`src/rtl/fifo_arb_pkg.sv`:
```
// Shared types and helpers for the FIFO write-port arbiter.
package fifo_arb_pkg;

    typedef enum logic {
        IDLE  = 1'b0,
        GRANT = 1'b1
    } arb_state_e;

    // Beat counter width; wide enough for the largest allowed burst of 15.
    localparam int BURST_CW = 4;

    // Number of bits needed to hold an index in 0..n-1.
    function automatic int clog2(input int n);
        int r;
        r = 0;
        while ((1 << r) < n) begin
            r = r + 1;
        end
        return r;
    endfunction

endpackage

```
`src/rtl/rr_priority_picker.sv`:
```
// Round-robin picker: finds the first set request after the previous owner,
// wrapping modulo NREQ so a lone requester can re-win after itself.
module rr_priority_picker
    import fifo_arb_pkg::*;
#(
    parameter int NREQ = 4,
    localparam int IDW = clog2(NREQ)
) (
    input  logic [NREQ-1:0] req,
    input  logic [IDW-1:0]  last,
    output logic            any,
    output logic [IDW-1:0]  idx
);

    int   cand;
    logic found;

    // Walk last+1, last+2, ... last+NREQ and take the first request seen.
    always_comb begin
        any   = |req;
        idx   = '0;
        found = 1'b0;
        cand  = 0;
        for (int k = 1; k <= NREQ; k++) begin
            cand = (int'(last) + k) % NREQ;
            if (!found && req[IDW'(cand)]) begin
                idx   = IDW'(cand);
                found = 1'b1;
            end
        end
    end

endmodule

```
`src/rtl/fifo_write_arbiter.sv`:
```
// Packet-aware round-robin arbiter sharing one FIFO write port among NREQ
// requesters. The owner keeps the port until its last beat, BURST beats, or
// until it withdraws; each release costs one IDLE cycle.
module fifo_write_arbiter
    import fifo_arb_pkg::*;
#(
    parameter int NREQ   = 4,
    parameter int DWIDTH = 8,
    parameter int BURST  = 4
) (
    input  logic                     clk,
    input  logic                     reset,
    input  logic [NREQ-1:0]          req_valid,
    input  logic [NREQ-1:0]          req_last,
    input  logic [NREQ*DWIDTH-1:0]   req_data,
    output logic [NREQ-1:0]          req_ready,
    input  logic                     fifo_full,
    output logic                     fifo_wr,
    output logic [DWIDTH-1:0]        fifo_wdata,
    output logic [clog2(NREQ)-1:0]   grant_id,
    output logic                     busy
);

    localparam int IDW = clog2(NREQ);

    arb_state_e          state_q, state_d;
    logic [IDW-1:0]      owner_q, owner_d;
    logic [IDW-1:0]      last_owner_q, last_owner_d;
    logic [BURST_CW-1:0] beat_cnt_q, beat_cnt_d;

    logic           pick_any;
    logic [IDW-1:0] pick_idx;
    logic           owner_valid;
    logic           owner_last;
    logic           granted;
    logic           accept;

    rr_priority_picker #(.NREQ(NREQ)) u_picker (
        .req  (req_valid),
        .last (last_owner_q),
        .any  (pick_any),
        .idx  (pick_idx)
    );

    assign owner_valid = req_valid[owner_q];
    assign owner_last  = req_last[owner_q];
    assign granted     = (state_q == GRANT) && !reset;
    assign accept      = granted && owner_valid && !fifo_full;

    assign fifo_wr  = accept;
    assign grant_id = owner_q;
    assign busy     = (state_q == GRANT);

    // Only the owner sees ready, and never while the FIFO is full or in reset.
    always_comb begin
        req_ready = '0;
        if (granted && !fifo_full) begin
            req_ready[owner_q] = 1'b1;
        end
    end

    // Route the owner's data straight to the FIFO with no added latency.
    always_comb begin
        fifo_wdata = '0;
        for (int i = 0; i < NREQ; i++) begin
            if (owner_q == IDW'(i)) begin
                fifo_wdata = req_data[i*DWIDTH +: DWIDTH];
            end
        end
    end

    // Next-state logic: arbitrate in IDLE, count beats and decide release in GRANT.
    always_comb begin
        state_d      = state_q;
        owner_d      = owner_q;
        last_owner_d = last_owner_q;
        beat_cnt_d   = beat_cnt_q;
        case (state_q)
            IDLE: begin
                if (pick_any) begin
                    state_d    = GRANT;
                    owner_d    = pick_idx;
                    beat_cnt_d = '0;
                end
            end
            GRANT: begin
                if (!owner_valid) begin
                    state_d      = IDLE;
                    last_owner_d = owner_q;
                end else if (accept) begin
                    beat_cnt_d = beat_cnt_q + BURST_CW'(1);
                    if (owner_last || (beat_cnt_d == BURST_CW'(BURST))) begin
                        state_d      = IDLE;
                        last_owner_d = owner_q;
                    end
                end
            end
            default: begin
                state_d = IDLE;
            end
        endcase
    end

    // State and bookkeeping registers; reset makes requester 0 win first.
    always_ff @(posedge clk) begin
        if (reset) begin
            state_q      <= IDLE;
            owner_q      <= '0;
            last_owner_q <= IDW'(NREQ - 1);
            beat_cnt_q   <= '0;
        end else begin
            state_q      <= state_d;
            owner_q      <= owner_d;
            last_owner_q <= last_owner_d;
            beat_cnt_q   <= beat_cnt_d;
        end
    end

endmodule
```
`config.mk`:
```
export PLATFORM = sky130hd
export DESIGN_NAME = fifo_write_arbiter
export DESIGN_NICKNAME = d
export VERILOG_FILES = /design/src/rtl/fifo_arb_pkg.sv /design/src/rtl/rr_priority_picker.sv /design/src/rtl/fifo_write_arbiter.sv
export SDC_FILE = /design/constraint.sdc
export NUM_CORES = 1
export LEC_CHECK = 0
export ABC_AREA = 1
export CAP_MARGIN = 20
export CORE_MARGIN = 4
export CORE_UTILIZATION = 39
export CTS_CLUSTER_SIZE = 20
export DETAILED_ROUTE_END_ITERATION = 12
export PLACE_DENSITY_LB_ADDON = 0.1
export SLEW_MARGIN = 20
export SYNTH_ARGS = -nofsm -noshare
export SYNTH_HDL_FRONTEND = slang
export SYNTH_HIERARCHICAL = 1
export SYNTH_SLANG_ARGS = --single-unit
```
`constraint.sdc`:
```
create_clock -name clk -period 1.8 [get_ports clk]
set_input_delay 0.36 -clock clk [delete_from_list [all_inputs] [get_ports clk]]
set_output_delay 0.36 -clock clk [all_outputs]
set_load 0.005 [all_outputs]
```
==> impl_results.md, run 1 <==
* Outcome: finished, final reports clean
* Synth Cell Area at 1060 um^2
* I/O pins at 59
* Initial antenna violation count at 0
* Min Tclk post-route at 1750 ps
* Clock Sinks at 9
* P_leak at 0.974 nW
* Crit path top cell by count: buf_6
* H-tree Lvls at 1
* Library cells used by synthesis at 27
* Slew margin rel. at 0.763
* Clock transition at path regs at around 60 ps
* Critical path buffer and inverter count at 4
* Post-synthesis async set-or-reset flop share at 0
* Std-Cell Rows at 18
* Final hold vios at 0
* CTS tree: done
* Maxcap violations at 0
* Worst min-delay path category: register to register
* Yosys warning count at 6
* Number of synthesized flops with an enable pin at 0
* Area leader, netlist: nand2_1
* CTS buffer count at 3
* Drt total wl at approximately 4100 um
* WP data arrival at 1390 ps
* DRT iter0 DRCs at 80
* CP Launch Type: register
* IO Port Bufs at slightly below 60
* Residual DRC at 0
* Post-Syn Nets at 221
* Final ANT Viol Nets at 0
* Area delta synth->final at 87.5%
* Cell Chain, Critical Path: buf_6 > nand2_2 > inv_4 > buf_6 > nand2_1 > nand4_1 > clkdlybuf4s15_1
* FMAX at 571 MHz
* RSZ-0062 raised after global routing: true
* Post-Place Setup Slack at -374 ps
* Share of cells above drive strength 1 at 0.310
* Total track usage at 0.228
* Ys flop type: dfxtp_1
* HPWL after DPL at 3230 um
* Top cell type's share of synthesized area at 0.198
* Filler Cell Count at 193
* Avg Inst Size Synth at 6.04 um^2
* Most frequent cell after synthesis: nand2_1
* Die extent in x at 60.2 um
* Die H at between 60 and 70 um
* Worst setup margin at 49.9 ps
* WS Path Type: register to primary output
* Cell count along the critical path at 7
* Maximum fanout along the worst path at 5
* #FFs+latches synth at 9
* Max clock buf depth at 2
* First-pass GRT wire length at 6400 um
* Vias per inst at 5.11
* DR WL/cell at 13.8 um
* Fin. max-slew vios at 0
* Final Util at 0.784
* Largest stage delay on the critical path at 360 ps
* Measured slew at the worst slew-check pin at approximately 360 ps
* Routed via count at 1524
* Crit share post-route at 0.972
* Setup crit end kind: primary output
* CTS root buf: clkbuf_4
* Largest net degree at the start of global routing at 9
* Hold Buf Count CTS at 0
* Die area at 3630 um^2
* Final setup violation count at 0
* Pwr Density at 1050 nW/um^2
* Router iterations before antenna repair at 4
* Clock Skew at between 5 and 6 ps
* Syn Inst Count at 176
* Critical path's top delay family: buffers and inverters
* Initial core utilization at 0.418
* Final Wtd Congestion at 0.823
* Core area at 2540 um^2
* Critical Path Slowest Stage Cell: dfxtp_4
* Number of global-route vias before repair at between 1000 and 1500
* Sequential share of the synthesized area at 0.169
* Peak supply drop at 850 uV
* Reg2reg path depth at 9
* ANT cells at 0
* Grt ovf at 0
* Hold depth at 2
* WP data required at 1440 ps
* Area contributors post-synth: nand2_1 20%, dfxtp_1 17%, nand3_1 9.9%
* Nets at 314
* Top post-synthesis cells by count: 56 x nand2_1, 21 x nand3_1, 15 x inv_1
* Skew-Pair Late Insertion Delay at 260 ps
state kept, by name, summed over array words and instances (netlist names):
signal / cells
grant_id: 2
beat_cnt_q: 4
busy: 1
last_owner_q: 2
timing repair:
item,in CTS,in global routing
buffers inserted,7,3
pin swaps,9,10
gates resized for setup,40,24
setup endpoints to repair,14,11
stage by stage:
stage | cells | area (um^2) | hold WS, ps | setup TNS, ps | total power, mW
finish | 298 | 1990 | 505 | 0 | 2.09
global placement | 285 | 1830 | 482 | -2600 | 1.71
detailed placement | 285 | 1830 | 495 | -3040 | 1.76
CTS | 296 | 1940 | 506 | -493 | 2.00
global route | 298 | 1990 | 542 | -42.3 | 2.26
floorplan | 176 | 1060 | 429 | 0 | 1.12
final cells by class:
| class | instances | area [um^2] | area share |
|---|---|---|---|
| Sequential cell | 9 | 188 | 0.0941 |
| Tap cell | 30 | 37.5 | 0.0188 |
| Clock buffer | 4 | 26.3 | 0.0132 |
| Inverter | 20 | 86.3 | 0.0433 |
| Multi-Input combinational cell | 143 | 831 | 0.417 |
| Timing Repair Buffer | 92 | 826 | 0.414 |
cell usage in the layout (no fill, tap or decap), drive strengths merged:
master         count
ha                 2
a21oi             11
dlymetal6s2s       1
clkinv             1
clkdlybuf4s15      5
dlygate4sd2        3
nor3               4
nand3b             1
o21ai              4
nand4              9
a31oi              1
buf               38
a221oi             4
clkbuf             7
nand3             23
clkdlybuf4s50     42
nand2             72
inv               19
dfxtp              9
nor2              12
worst register-to-register path: stages, from the launching register on:
cell,delay [ps]
dfxtp_1,530
nand2_1,160
nand2_4,120
nand2_1,60
nand2_1,80
inv_1,70
nand3b_1,90
nand3_1,80
o21ai_0,180
a21oi_1,60
path summary, 6_finish.rpt:
path / slack, ps / to / startpoint
setup / recovery: 50 / fifo_wdata[1] / grant_id[0]
hold / removal: 510 / beat_cnt_q[3] / beat_cnt_q[3]
setup reg to reg: 280 / grant_id[1] / last_owner_q[0]
hold reg to reg: 510 / beat_cnt_q[3] / beat_cnt_q[3]
cells by family after synthesis:
kind of cell	after synthesis	share of synthesized area
flops	9	0.169
compound gates	20	0.109
fa+ha+maj	2	0.0235
simple gates	121	0.584
buf+inv	24	0.114
report_power, final:
part / switching, mW / leakage [nW] / internal [mW]
registers: 0.0597 / 0.0750 / 0.246
logic: 0.819 / 0.884 / 0.810
clock network: 0.0703 / 0.0150 / 0.0854
layer usage:
metal | wire length (um) | part of all wire | track usage | vias to the layer above
met5 | 0 | 0 | 0 | -
met4 | 48 | 0.012 | 0.0253 | 0
met3 | 344 | 0.084 | 0.0648 | 8
met2 | 2170 | 0.53 | 0.451 | 61
met1 | 1540 | 0.38 | 0.239 | 685
li1 | - | - | - | 770
Power figures use the tool's default switching activity.
==> run 2, diff against run 1 <==
- REMOVE_ABC_BUFFERS: not set -> 1
==> run 2 against run 1 <==
  * Clock-buffer cell count is the same
  * Setup slack lost 6.4 ps
  * First-iteration DRC count grew 6.3%
  * Critical endpoint is now fifo_wdata[2]
==> impl_results.md, run 2 (synthesis results as in run 1) <==
* Commonest cells after routing, fill and taps aside: 56 x nand2_1, 40 x clkdlybuf4s50_1, 25 x buf_4
* Fin. max-slew vios at 0
* Critical path buffer and inverter count at 3
* Core area at 2540 um^2
* Die extent in x at 60.2 um
* Pwr Density at 1020 nW/um^2
* Initial core utilization at 0.418
* Maximum fanout along the worst path at 5
* CP Launch Type: register
* Filler Cell Count at 206
* Total track usage at 0.216
* Share of cells above drive strength 1 at 0.318
* Clock power frac at 0.083
* Maxcap violations at 0
* Routed via count at ~1500
* IO Port Bufs at 58
* Std-Cell Rows at 18
* Worst hold-check slack at 499 ps
* Final Util at 0.765
* Largest net degree at the start of global routing at 11
* CTS root buf: clkbuf_4
* Drt total wl at 3880 um
* DRT iter0 DRCs at 85
* Most flop-heavy register: beat_cnt_q
* Measured slew at the worst slew-check pin at 472 ps
* Area delta synth->final at 83.2%
* I/O pins at slightly below 60
* First-pass GRT wire length at ~6100 um
* Min Tclk post-route at 1760 ps
* Final Wtd Congestion at 0.765
* Cell Chain, Critical Path: buf_6 > nor2_4 > buf_4 > a221oi_2 > a21oi_2 > clkbuf_2
* Max clock buf depth at 2
* Die area at roughly 3600 um^2
* Crit share post-route at 0.976
* Number of global-route vias before repair at ~1400
* Final setup violation count at 0
* WP data arrival at 1400 ps
* Worst min-delay path category: register to register
* CTS tree: done
* Sw frac at 0.464
* CTS buffer count at 3
* Clock Skew at 9.14 ps
* FMAX at 569 MHz
* Die H at 60.2 um
* Nets at 310
* WS Path Type: register to primary output
* Setup crit end kind: primary output
* RSZ-0062 raised after global routing: true
* Clock Sinks at 9
* Combinational share of power at 0.757
* Critical path's top delay family: flip-flops
* Skew-Pair Late Insertion Delay at 270 ps
* Critical Path Slowest Stage Cell: dfxtp_4
* Int Pwr at 1.06 mW
* Post-Place Setup Slack at -359 ps
* Vias per inst at slightly above 5
* Slew margin rel. at 0.685
* Initial antenna violation count at 0
* NetSw at ~900 uW
* Reg power frac at 0.160
* Most common cell after layout, fill and taps aside: nand2_1
* Grt ovf at 0
* Residual DRC at 0
* Router iterations before antenna repair at 4
* WP data required at between 1000 and 1500 ps
* Clock transition at path regs at 70 ps
* ANT cells at 0
* Outcome: finished, final reports clean
* Largest stage delay on the critical path at roughly 390 ps
* Final hold vios at 0
* DR WL/cell at between 10 and 15 um
* Worst setup margin at 43.5 ps
* HPWL after DPL at 3010 um
* Final ANT Viol Nets at 0
* P_leak at 0.977 nW
* Peak supply drop at 760 uV
* Max reg flops at 4
* Hold Buf Count CTS at 0
* H-tree Lvls at 1
run 2: cell types whose count changed in the layout (fill, tap and decap cells not counted), moves of 2 or more:
cell,delta
clkdlybuf4s50_1,-2
buf_4,-2
clkdlybuf4s15_1,-4
clkbuf_2,+2
dlymetal6s2s_1,+3
nor3_4,+2
buf_6,-2
buf_2,+2
run 2: worst register-to-register path: stages, from the launching register on:
cell     delay (ps)
dfxtp_1         610
inv_6            90
nand2_2          80
nand3_1         120
nand2_4         140
nand4_1         120
nand3_2          90
nand2_1          40
o21ai_0         160
a21oi_1          50
run 2: path summary, 6_finish.rpt:
kind	from	to	slack (ps)	cells after the start
min reg2reg	beat_cnt_q[3]	beat_cnt_q[3]	500	2
min	beat_cnt_q[3]	beat_cnt_q[3]	500	2
max reg2reg	last_owner_q[0]	grant_id[0]	190	9
max	grant_id[0]	fifo_wdata[2]	40	6
run 2: area by class of cell:
type                    count  area (um^2)  area share
clock buffers               4         26.3      0.0135
inverters                  20         83.8      0.0430
multi-input cells         143          838       0.430
flip-flops and latches      9          185      0.0951
well taps                  30         37.5      0.0193
repair buffers             88          777       0.399
run 2: what timing repair did:
action,4_1_cts,5_1_grt
setup buffers,3,7
resized for setup,45,25
pin swaps,7,11
setup endpoints to repair,13,14
cloned,0,0
run 2: power by group through the flow:
stage          registers [mW]  logic (mW)  clock network [mW]
2_1_floorplan           0.341       0.721                   0
3_3_place_gp            0.304        1.35                   0
3_5_place_dp            0.308        1.39                   0
4_1_cts                 0.317        1.40               0.163
5_1_grt                 0.328        1.65               0.176
6_report                0.318        1.50               0.164
run 2: through the flow:
step	std cells	total power [mW]	cell area, um^2	TNS [ps]
6_report	294	1.99	1950	0
5_1_grt	294	2.16	1950	-28.6
4_1_cts	287	1.88	1860	-33.1
3_5_place_dp	280	1.70	1790	-2760
3_3_place_gp	280	1.66	1790	-2360
2_1_floorplan	172	1.06	1030	0
run 2: per-layer routing:
metal  vias up  routed length, um  GRT usage  share of wire
li1        764                  -          -              -
met1       656               1570      0.255           0.40
met2        62               1870      0.394           0.48
met3         5                423     0.0518           0.11
met4         0                 25     0.0380         0.0064
met5         -                  0          0              0
==> run 3, diff against run 2 <==
- GPL_ROUTABILITY_DRIVEN: not set -> 0
==> results of run 3 <==
The final DEF is identical to that of run 2; final timing and power are the same.
